`src/rtl/systolic_array_pkg.sv`:
```
// systolic_array_pkg: phase codes shared by the sequencer and the array controller.
// Holds CTRL_WIDTH and the phase_t encoding IDLE/WARMUP/STEADY/DRAIN.
package systolic_array_pkg;

  localparam int CTRL_WIDTH = 4;

  typedef enum logic [CTRL_WIDTH-1:0] {
    PH_IDLE   = 4'd0,
    PH_WARMUP = 4'd1,
    PH_STEADY = 4'd2,
    PH_DRAIN  = 4'd3
  } phase_t;

endpackage

```
`src/rtl/systolic_array_phase_counter.sv`:
```
// systolic_array_phase_counter: loadable down-counter that stops at 1.
// Ports: clk, rst_n, i_load/i_load_val (load wins), i_en (decrement), o_term (count==1).
module systolic_array_phase_counter #(
  parameter int WIDTH = 11
) (
  input  logic             clk,
  input  logic             rst_n,
  input  logic             i_load,
  input  logic [WIDTH-1:0] i_load_val,
  input  logic             i_en,
  output logic             o_term
);

  logic [WIDTH-1:0] r_count;

  always_ff @(posedge clk or negedge rst_n) begin
    if (!rst_n) begin
      r_count <= '0;
    end else if (i_load) begin
      r_count <= i_load_val;
    end else if (i_en && (r_count > WIDTH'(1))) begin
      r_count <= r_count - WIDTH'(1);
    end
  end

  assign o_term = (r_count == WIDTH'(1));

endmodule

```
`src/rtl/systolic_array_sequencer.sv`:
```
// systolic_array_sequencer: steps one tile through IDLE, WARMUP, STEADY, DRAIN.
// Ports: clk, rst_n, i_start, i_abort, SRAM read windows, i_sa_datapath_valid_down;
// outputs o_ctrl_state, o_busy, o_done, o_err (all registered).
// Optional macro SYSTOLIC_ARRAY_SEQ_DRAIN_TIMEOUT_EN adds a DRAIN watchdog.
module systolic_array_sequencer
  import systolic_array_pkg::*;
#(
  parameter int NUM_ROW              = 8,
  parameter int NUM_COL              = 8,
  parameter int LOG2_SRAM_BANK_DEPTH = 10,
  parameter int SKEW_LEFT_INPUT_EN   = 1,
  parameter int WARMUP_PAD           = 3,
  parameter int DRAIN_QUIET          = 4,
  parameter int DRAIN_TIMEOUT        = 1024
) (
  input  logic                            clk,
  input  logic                            rst_n,
  input  logic                            i_start,
  input  logic                            i_abort,
  input  logic [LOG2_SRAM_BANK_DEPTH-1:0] i_top_sram_rd_start_addr,
  input  logic [LOG2_SRAM_BANK_DEPTH-1:0] i_top_sram_rd_end_addr,
  input  logic [LOG2_SRAM_BANK_DEPTH-1:0] i_left_sram_rd_start_addr,
  input  logic [LOG2_SRAM_BANK_DEPTH-1:0] i_left_sram_rd_end_addr,
  input  logic [NUM_COL-1:0]              i_sa_datapath_valid_down,
  output logic [CTRL_WIDTH-1:0]           o_ctrl_state,
  output logic                            o_busy,
  output logic                            o_done,
  output logic                            o_err
);

  localparam int CW = LOG2_SRAM_BANK_DEPTH + 1;
  localparam int QW = $clog2(DRAIN_QUIET + 1);
  localparam logic [CW-1:0] SKEW_CYC =
    (SKEW_LEFT_INPUT_EN != 0) ? CW'(NUM_ROW + NUM_COL - 2) : '0;

  phase_t        r_state;
  logic          r_busy;
  logic          r_done;
  logic          r_err;
  logic [CW-1:0] r_left_len;
  logic [QW-1:0] r_quiet;

  logic [CW-1:0] w_top_len;
  logic [CW-1:0] w_left_len;
  logic [CW-1:0] w_load_val;
  logic          w_win_ok;
  logic          w_load;
  logic          w_en;
  logic          w_term;
  logic [QW-1:0] w_quiet_nxt;
  logic          w_quiet_hit;
  logic          w_timeout;

  // Extra bit keeps a full-depth window (1024) from wrapping.
  assign w_top_len  = {1'b0, i_top_sram_rd_end_addr}
                    - {1'b0, i_top_sram_rd_start_addr} + CW'(1);
  assign w_left_len = {1'b0, i_left_sram_rd_end_addr}
                    - {1'b0, i_left_sram_rd_start_addr} + CW'(1);
  assign w_win_ok =
    (i_top_sram_rd_end_addr >= i_top_sram_rd_start_addr) &&
    (i_left_sram_rd_end_addr >= i_left_sram_rd_start_addr);

  // One counter serves both phases: loaded on accept, reloaded at WARMUP end.
  assign w_load = ((r_state == PH_IDLE) && i_start && w_win_ok) ||
                  ((r_state == PH_WARMUP) && w_term);
  assign w_load_val = (r_state == PH_IDLE) ?
                      w_top_len + CW'(WARMUP_PAD) :
                      r_left_len + SKEW_CYC;
  assign w_en = (r_state == PH_WARMUP) || (r_state == PH_STEADY);

  systolic_array_phase_counter #(
    .WIDTH(CW)
  ) u_phase_cnt (
    .clk       (clk),
    .rst_n     (rst_n),
    .i_load    (w_load),
    .i_load_val(w_load_val),
    .i_en      (w_en),
    .o_term    (w_term)
  );

  assign w_quiet_nxt = (|i_sa_datapath_valid_down) ? '0 : r_quiet + QW'(1);
  assign w_quiet_hit = (w_quiet_nxt == QW'(DRAIN_QUIET));

  always_ff @(posedge clk or negedge rst_n) begin
    if (!rst_n) r_quiet <= '0;
    else        r_quiet <= (r_state == PH_DRAIN) ? w_quiet_nxt : '0;
  end

`ifdef SYSTOLIC_ARRAY_SEQ_DRAIN_TIMEOUT_EN
  localparam int DW = $clog2(DRAIN_TIMEOUT + 1);
  logic [DW-1:0] r_age;
  logic [DW-1:0] w_age_nxt;

  assign w_age_nxt = r_age + DW'(1);
  assign w_timeout = (w_age_nxt == DW'(DRAIN_TIMEOUT));

  always_ff @(posedge clk or negedge rst_n) begin
    if (!rst_n) r_age <= '0;
    else        r_age <= (r_state == PH_DRAIN) ? w_age_nxt : '0;
  end
`else
  assign w_timeout = 1'b0;
`endif

  always_ff @(posedge clk or negedge rst_n) begin
    if (!rst_n) begin
      r_state    <= PH_IDLE;
      r_busy     <= 1'b0;
      r_done     <= 1'b0;
      r_err      <= 1'b0;
      r_left_len <= '0;
    end else begin
      r_done <= 1'b0;
      r_err  <= 1'b0;
      unique case (r_state)
        PH_IDLE: begin
          if (i_start && w_win_ok) begin
            r_state    <= PH_WARMUP;
            r_busy     <= 1'b1;
            r_left_len <= w_left_len;
          end else if (i_start) begin
            r_err <= 1'b1;
          end
        end
        PH_WARMUP: begin
          if (i_abort) begin
            r_state <= PH_IDLE;
            r_busy  <= 1'b0;
          end else if (w_term) begin
            r_state <= PH_STEADY;
          end
        end
        PH_STEADY: begin
          if (i_abort) begin
            r_state <= PH_IDLE;
            r_busy  <= 1'b0;
          end else if (w_term) begin
            r_state <= PH_DRAIN;
          end
        end
        PH_DRAIN: begin
          if (i_abort) begin
            r_state <= PH_IDLE;
            r_busy  <= 1'b0;
          end else if (w_quiet_hit) begin
            r_state <= PH_IDLE;
            r_busy  <= 1'b0;
            r_done  <= 1'b1;
          end else if (w_timeout) begin
            r_state <= PH_IDLE;
            r_busy  <= 1'b0;
            r_err   <= 1'b1;
          end
        end
        default: begin
          r_state <= PH_IDLE;
          r_busy  <= 1'b0;
        end
      endcase
    end
  end

  assign o_ctrl_state = r_state;
  assign o_busy       = r_busy;
  assign o_done       = r_done;
  assign o_err        = r_err;

endmodule

```
`config.mk`:
```
export PLATFORM = sky130hd
export DESIGN_NAME = systolic_array_sequencer
export DESIGN_NICKNAME = d
export VERILOG_FILES = /design/src/rtl/systolic_array_pkg.sv /design/src/rtl/systolic_array_phase_counter.sv /design/src/rtl/systolic_array_sequencer.sv
export SDC_FILE = /design/constraint.sdc
export NUM_CORES = 1
export LEC_CHECK = 0
export ABC_AREA = 0
export CAP_MARGIN = 20
export CORE_MARGIN = 1
export CORE_UTILIZATION = 25
export CTS_CLUSTER_SIZE = 30
export DETAILED_ROUTE_END_ITERATION = 16
export PLACE_DENSITY = 0.55
export SYNTH_ARGS = -nofsm -noshare
export SYNTH_HDL_FRONTEND = slang
export SYNTH_SLANG_ARGS = --single-unit
```
`constraint.sdc`:
```
create_clock -name clk -period 5.03 [get_ports clk]
set_clock_uncertainty 0.05 [all_clocks]
set_input_delay 1.006 -clock clk [delete_from_list [all_inputs] [get_ports clk]]
set_output_delay 1.006 -clock clk [all_outputs]
set_load 0.1 [all_outputs]
```
; After elaboration in Yosys (flattened, before gate mapping)
; Index checks and enable logic that the tools add are counted.
[totals]
regBits = 32
in_bits = 52
output_inout_bits = 7
elab_cells = 67
[classes]
n_addsub = 8
magnitude_cmp = 3
eq_ne = 10
n_mux = 24
reduce_logical = 15
[op_table]
columns = op, n
row1 = two-way mux 11 bit, 3
row2 = two-way mux 4 bit, 7
row3 = "adder 11 x 1 -> 11 bit, second input constant", 2
row4 = subtractor 10 x 10 -> 11 bit, 2
row5 = greater-or-equal comparator 10 bit, 2
row6 = one-hot mux 4 bit (4 select lines), 1
row7 = "adder 11 x 2 -> 11 bit, second input constant", 1
row8 = "adder 11 x 4 -> 11 bit, second input constant", 1
row9 = "equality test 11 x 1 -> 1 bit, second input constant", 1
row10 = "greater-than comparator 11 x 1 -> 1 bit, second input constant", 1
row11 = "subtractor 11 x 1 -> 11 bit, second input constant", 1
row12 = two-way mux 1 bit, 10
row13 = "!= test 3 bit, second input constant", 3
row14 = "equality test 4 x 2 -> 1 bit, second input constant", 2
row15 = OR reduction 8 bit, 1
row16 = logical AND 1 bit, 6
row17 = two-way mux 3 bit, 2
row18 = "equality test 4 x 1 -> 1 bit, second input constant", 1
row19 = zero test 4 bit, 1
row20 = "!= test 2 x 1 -> 1 bit, second input constant", 2
row21 = AND reduction 4 bit, 1
row22 = "adder 3 x 1 -> 3 bit, second input constant", 1
row23 = "equality test 3 bit, second input constant", 1
row24 = one-hot mux 1 bit (3 select lines), 1
row25 = other kinds (5), 6

; Depth between registers and ports, before layout
[depth]
depth_word = 6
mapped_depth = 12
depth_no_buf = 12

; Cells and area by module
; Synthesis repeated with hierarchy kept, for this count alone.
[hier_totals]
hier_cells = 385
area_unflattened_um2 = 3365.7
[by_module_without_submodules]
columns = mod, n_inst, cells_each, area_per_inst_um2, seq_area_each_um2
row1 = systolic_array_sequencer, 1, 301, 2596.2, 475.5
row2 = systolic_array_phase_counter, 1, 84, 769.5, 275.3

; Least setup slack after synthesis
; No wires, ideal clock.
[synth_path]
path_type = input to register
startpoint = in i_left_sram_rd_start_addr[2]
endpoint = reg r_left_len[10]
setup_ns = 0.125
t_arrival_ns = 3.013
required_time_ns = 4.855
setup_slack_ns = 1.842
cell_stages = 9
n_path_buf = 0
path_cell_list = inv_1 ha_1 fa_1 o21ai_0 o21bai_1 a2111oi_0 o41ai_1 xnor2_1 mux2_4
[synth_between]
elab_chain_cells = 4
elab_cells_between_ends = 6
classes_between = add/sub (2) / order compare (1) / reduce/logical (3)
[synth_lines]
columns = item, line
row1 = from (decl), systolic_array_sequencer.sv:22  ; input logic [LOG2_SRAM_BANK_DEPTH-1:0] i_left_sram_rd_start_addr,
row2 = "parallel branches: the longest is 4 deep, another holds subtractor 10 x 10 -> 11 bit", n/a
row3 = to (signal assigned), systolic_array_sequencer.sv:121  ; r_left_len <= w_left_len;
row4 = to (decl), systolic_array_sequencer.sv:40  ; logic [CW-1:0] r_left_len;
; Parallel ways; which one is timed is not known.
; A chain may end at the register's enable or synchronous reset.

; Worst setup path after layout
[layout_path]
startpoint = in i_top_sram_rd_start_addr[2]
endpoint = reg r_left_len[8]
[layout_between]
elab_chain_cells = 4
[layout_lines]
columns = item, line
row1 = from (decl), systolic_array_sequencer.sv:20  ; input logic [LOG2_SRAM_BANK_DEPTH-1:0] i_top_sram_rd_start_addr,
row2 = greater-or-equal comparator 10 bit, systolic_array_sequencer.sv:60  ; (i_top_sram_rd_end_addr >= i_top_sram_rd_start_addr) &&
row3 = logical AND 1 bit, systolic_array_sequencer.sv:60
row4 = logical AND 1 bit, systolic_array_sequencer.sv:118  ; if (i_start && w_win_ok) begin
row5 = AND reduction 2 bit (no line), n/a
; No other way between the ends.

==> metrics.md <==
| Metric | Value |
|---|---|
| Status | completed |
| Number of synthesized flops with an enable pin | 0 |
| Fin. Hold Viols | 0 |
| Cell accounting for the most synthesized area | dfrtp_1 |
| Worst Path Class, Setup | in2reg |
| Fin cells | 589 |
| CP max FO | 11 |
| Register area share after synthesis | 0.228 |
| Avg Inst Size Synth | 9.18 µm² |
| Max Cap Viol | 0 |
| Most frequent cells in the layout | 56 x clkdlybuf4s50_1, 50 x ha_1, 49 x inv_1 |
| Crit end category | flip-flop |
| Placed cells | 581 |
| Fillers | 1,368 |
| Resize count post-CTS | 0 |
| Vias in the first global route | 2,569 |
| Initial antenna violation count | 0 |
| Setup Buffers After CTS | 0 |
| Core area | 12,700 µm² |
| Most common cell after layout, fill and taps aside | clkdlybuf4s50_1 |
| Largest net degree at the start of global routing | 31 |
| Worst-Margin Slew | 967 ps |
| P_int | 0.899 mW |
| R2R Path End | u_phase_cnt.r_count[4] |
| Post-layout util | 0.328 |
| ANT cells | 0 |
| CP max stage cell | or4_4 |
| Synth warnings | 0 |
| Largest stage delay, worst path | 560 ps |
| R2r setup slk | 2580 ps |
| Root Buffer | clkbuf_16 |
| Worst-Skew Late Latency | 270 ps |
| Clock network fraction of total power | 0.199 |
| Seq pwr share | 0.290 |
| Worst r2r path cells | 7 |
| First-pass GRT wire length | 11,300 µm |
| R2r startpoint | u_phase_cnt.r_count[3] |
| Worst slew margin | 0.353 |
| Hold depth | 1 |
| Pwr Density | 361 nW/µm² |
| Final hold slack | 413 ps |
| GP Congestion | 0.813 |
| Initial DRC Count | 74 |
| IO Port Bufs | 56 |
| Final setup fails | 0 |
| CTS Hold Bufs | 0 |
| Critical hold path startpoint | r_quiet[0] |
| RSZ-0062 raised after global routing | false |
| Total CTS buffers | 5 |
| Vias/cell | 4.49 |
| GRT Util Overall | 0.106 |
| DR vias | 2,646 |
| Final min period | 3750 ps |
| Drt drc | 0 |
| Post-synthesis cell type count | 54 |
| Maximum vdd drop | 0.000172 V |
| Startpoint types | primary input |
| Post-Syn Area | 3290 µm² |
| DR pass1 iterations | 4 |
| FP Rows | 41 |
| Crit path max-delay family | simple AND/OR/NAND/NOR gates |
| Dominant synthesized flop cell | dfrtp_1 |
| Routed len/inst | 11.8 µm |
| Leak pwr | 1.97 nW |
| Gr ovfl total | 0 |
| CP required | 5140 ps |
| Buf+Inv Stages, Crit Path | 2 |
| CTS tree | done |
| Die Wd | 117 µm |
| Htree depth | 2 |
| CP Data Arrival Time | 3850 ps |
| Post-Synthesis Cells | 358 |
| Layout Cell Area excl Fill | 4180 µm² |
| Sw Ratio | 0.403 |
| Flops & latches, synth | 30 |
| Hold worst-path end | r_quiet[0] |
| Placed Area | 4030 µm² |
| Power share of the combinational group | 0.511 |
| Initial core utilization | 0.258 |
| Clock Path Buffers | 2 |
| Largest cells by area after synthesis | dfrtp_1 23%, ha_1 19%, xnor2_1 5.9% |
| Top Ports | 59 |
| Layout cells sized above 1 | 0.0671 |
| F_max | 267 MHz |
| CTS Sinks | 30 |
| Overall routed net length | 6920 µm |
| Max-slew violations | 0 |
| CP cell instances | clkdlybuf4s50_1 > inv_1 > ha_1 > a211o_1 > a31oi_1 > or4_4 > a211oi_4 > nand2_1 > mux2_4 |
| Post-route ant nets | 0 |
| Synth top area share | 0.228 |
| Hold Crit Class | reg2reg |
| Dpl hpwl | 5910 µm |
| Final Cycle Share | 0.745 |
| Reg clk slew, reported paths | 50 ps |
| Psw | 0.607 mW |
| Full die area | 13,600 µm² |
| Die Y | 117 µm |
| Post-layout net count | 527 |
| Post-synthesis async set-or-reset flop share | 1.00 |
| Setup TNS | 0 ps |
| Synth-to-Final Area Change | 27.2% |
routing by layer:
metal	vias to the layer above	routed length, µm	global-route usage
li1	1359	-	-
met1	1218	3040	0.120
met2	55	3580	0.197
met3	14	157	0.0145
met4	0	154	0.0430
met5	-	0	0
power by group through the flow:
stage,logic (mW),registers [mW],clock network [mW]
finish,0.769,0.437,0.300
CTS,0.783,0.439,0.309
detailed placement,0.779,0.442,0
global route,0.854,0.455,0.319
global placement,0.768,0.437,0
floorplan,0.536,0.482,0
registers in the layout (all words and copies together) (netlist names):
name	count
o_done	1
r_left_len	11
r_quiet	3
o_busy	1
o_err	1
u_phase_cnt.r_count	11
o_ctrl_state	2
Yosys cell counts, types with 9 or more instances:
cell type / n
ha_1: 50
inv_1: 49
dfrtp_1: 30
a21oi_1: 24
nor2_1: 24
xnor2_1: 22
mux2i_1: 13
nand2_1: 13
o21ai_0: 12
nor3_1: 10
fa_1: 9
mux2_4: 9
how the worst max path moves through the flow:
stage	start	to	slack [ps]	cells past startpoint
detailed placement	i_top_sram_rd_start_addr[2]	r_left_len[8]	960	9
CTS	i_top_sram_rd_start_addr[2]	r_left_len[8]	1250	9
finish	i_top_sram_rd_start_addr[2]	r_left_len[8]	1280	9
floorplan	i_left_sram_rd_start_addr[2]	r_left_len[10]	1840	9
global placement	i_top_sram_rd_start_addr[2]	r_left_len[9]	1000	9
global route	i_left_sram_rd_start_addr[4]	r_left_len[3]	1100	9
kinds of logic (layout without fill, tap and decap cells):
kind of cell / count (synthesis) / count (layout) / synth area share
simple gates: 83 / 83 / 0.133
compound gates: 75 / 75 / 0.155
fa+ha+maj: 59 / 59 / 0.245
buf+inv: 57 / 115 / 0.0724
flops: 30 / 30 / 0.228
xor+xnor: 29 / 29 / 0.0773
mux: 24 / 24 / 0.0876
other cells: 1 / 2 / 0.00114
area by class of cell:
class,count,area (µm²),area share
clock buffer,6,139,0.0332
clock inverter,2,12.5,0.00299
inverter,49,184,0.0440
multi-input combinational,272,2300,0.551
sequential,30,751,0.180
tap,172,215,0.0515
timing repair buffer,58,576,0.138
per-stage QoR:
step / setup WS, ps / power, mW
2_1_floorplan: 1840 / 1.02
3_3_place_gp: 995 / 1.20
3_5_place_dp: 964 / 1.22
4_1_cts: 1250 / 1.53
5_1_grt: 1100 / 1.63
6_report: 1280 / 1.51
No activity file was read; power rests on OpenSTA's default activity.
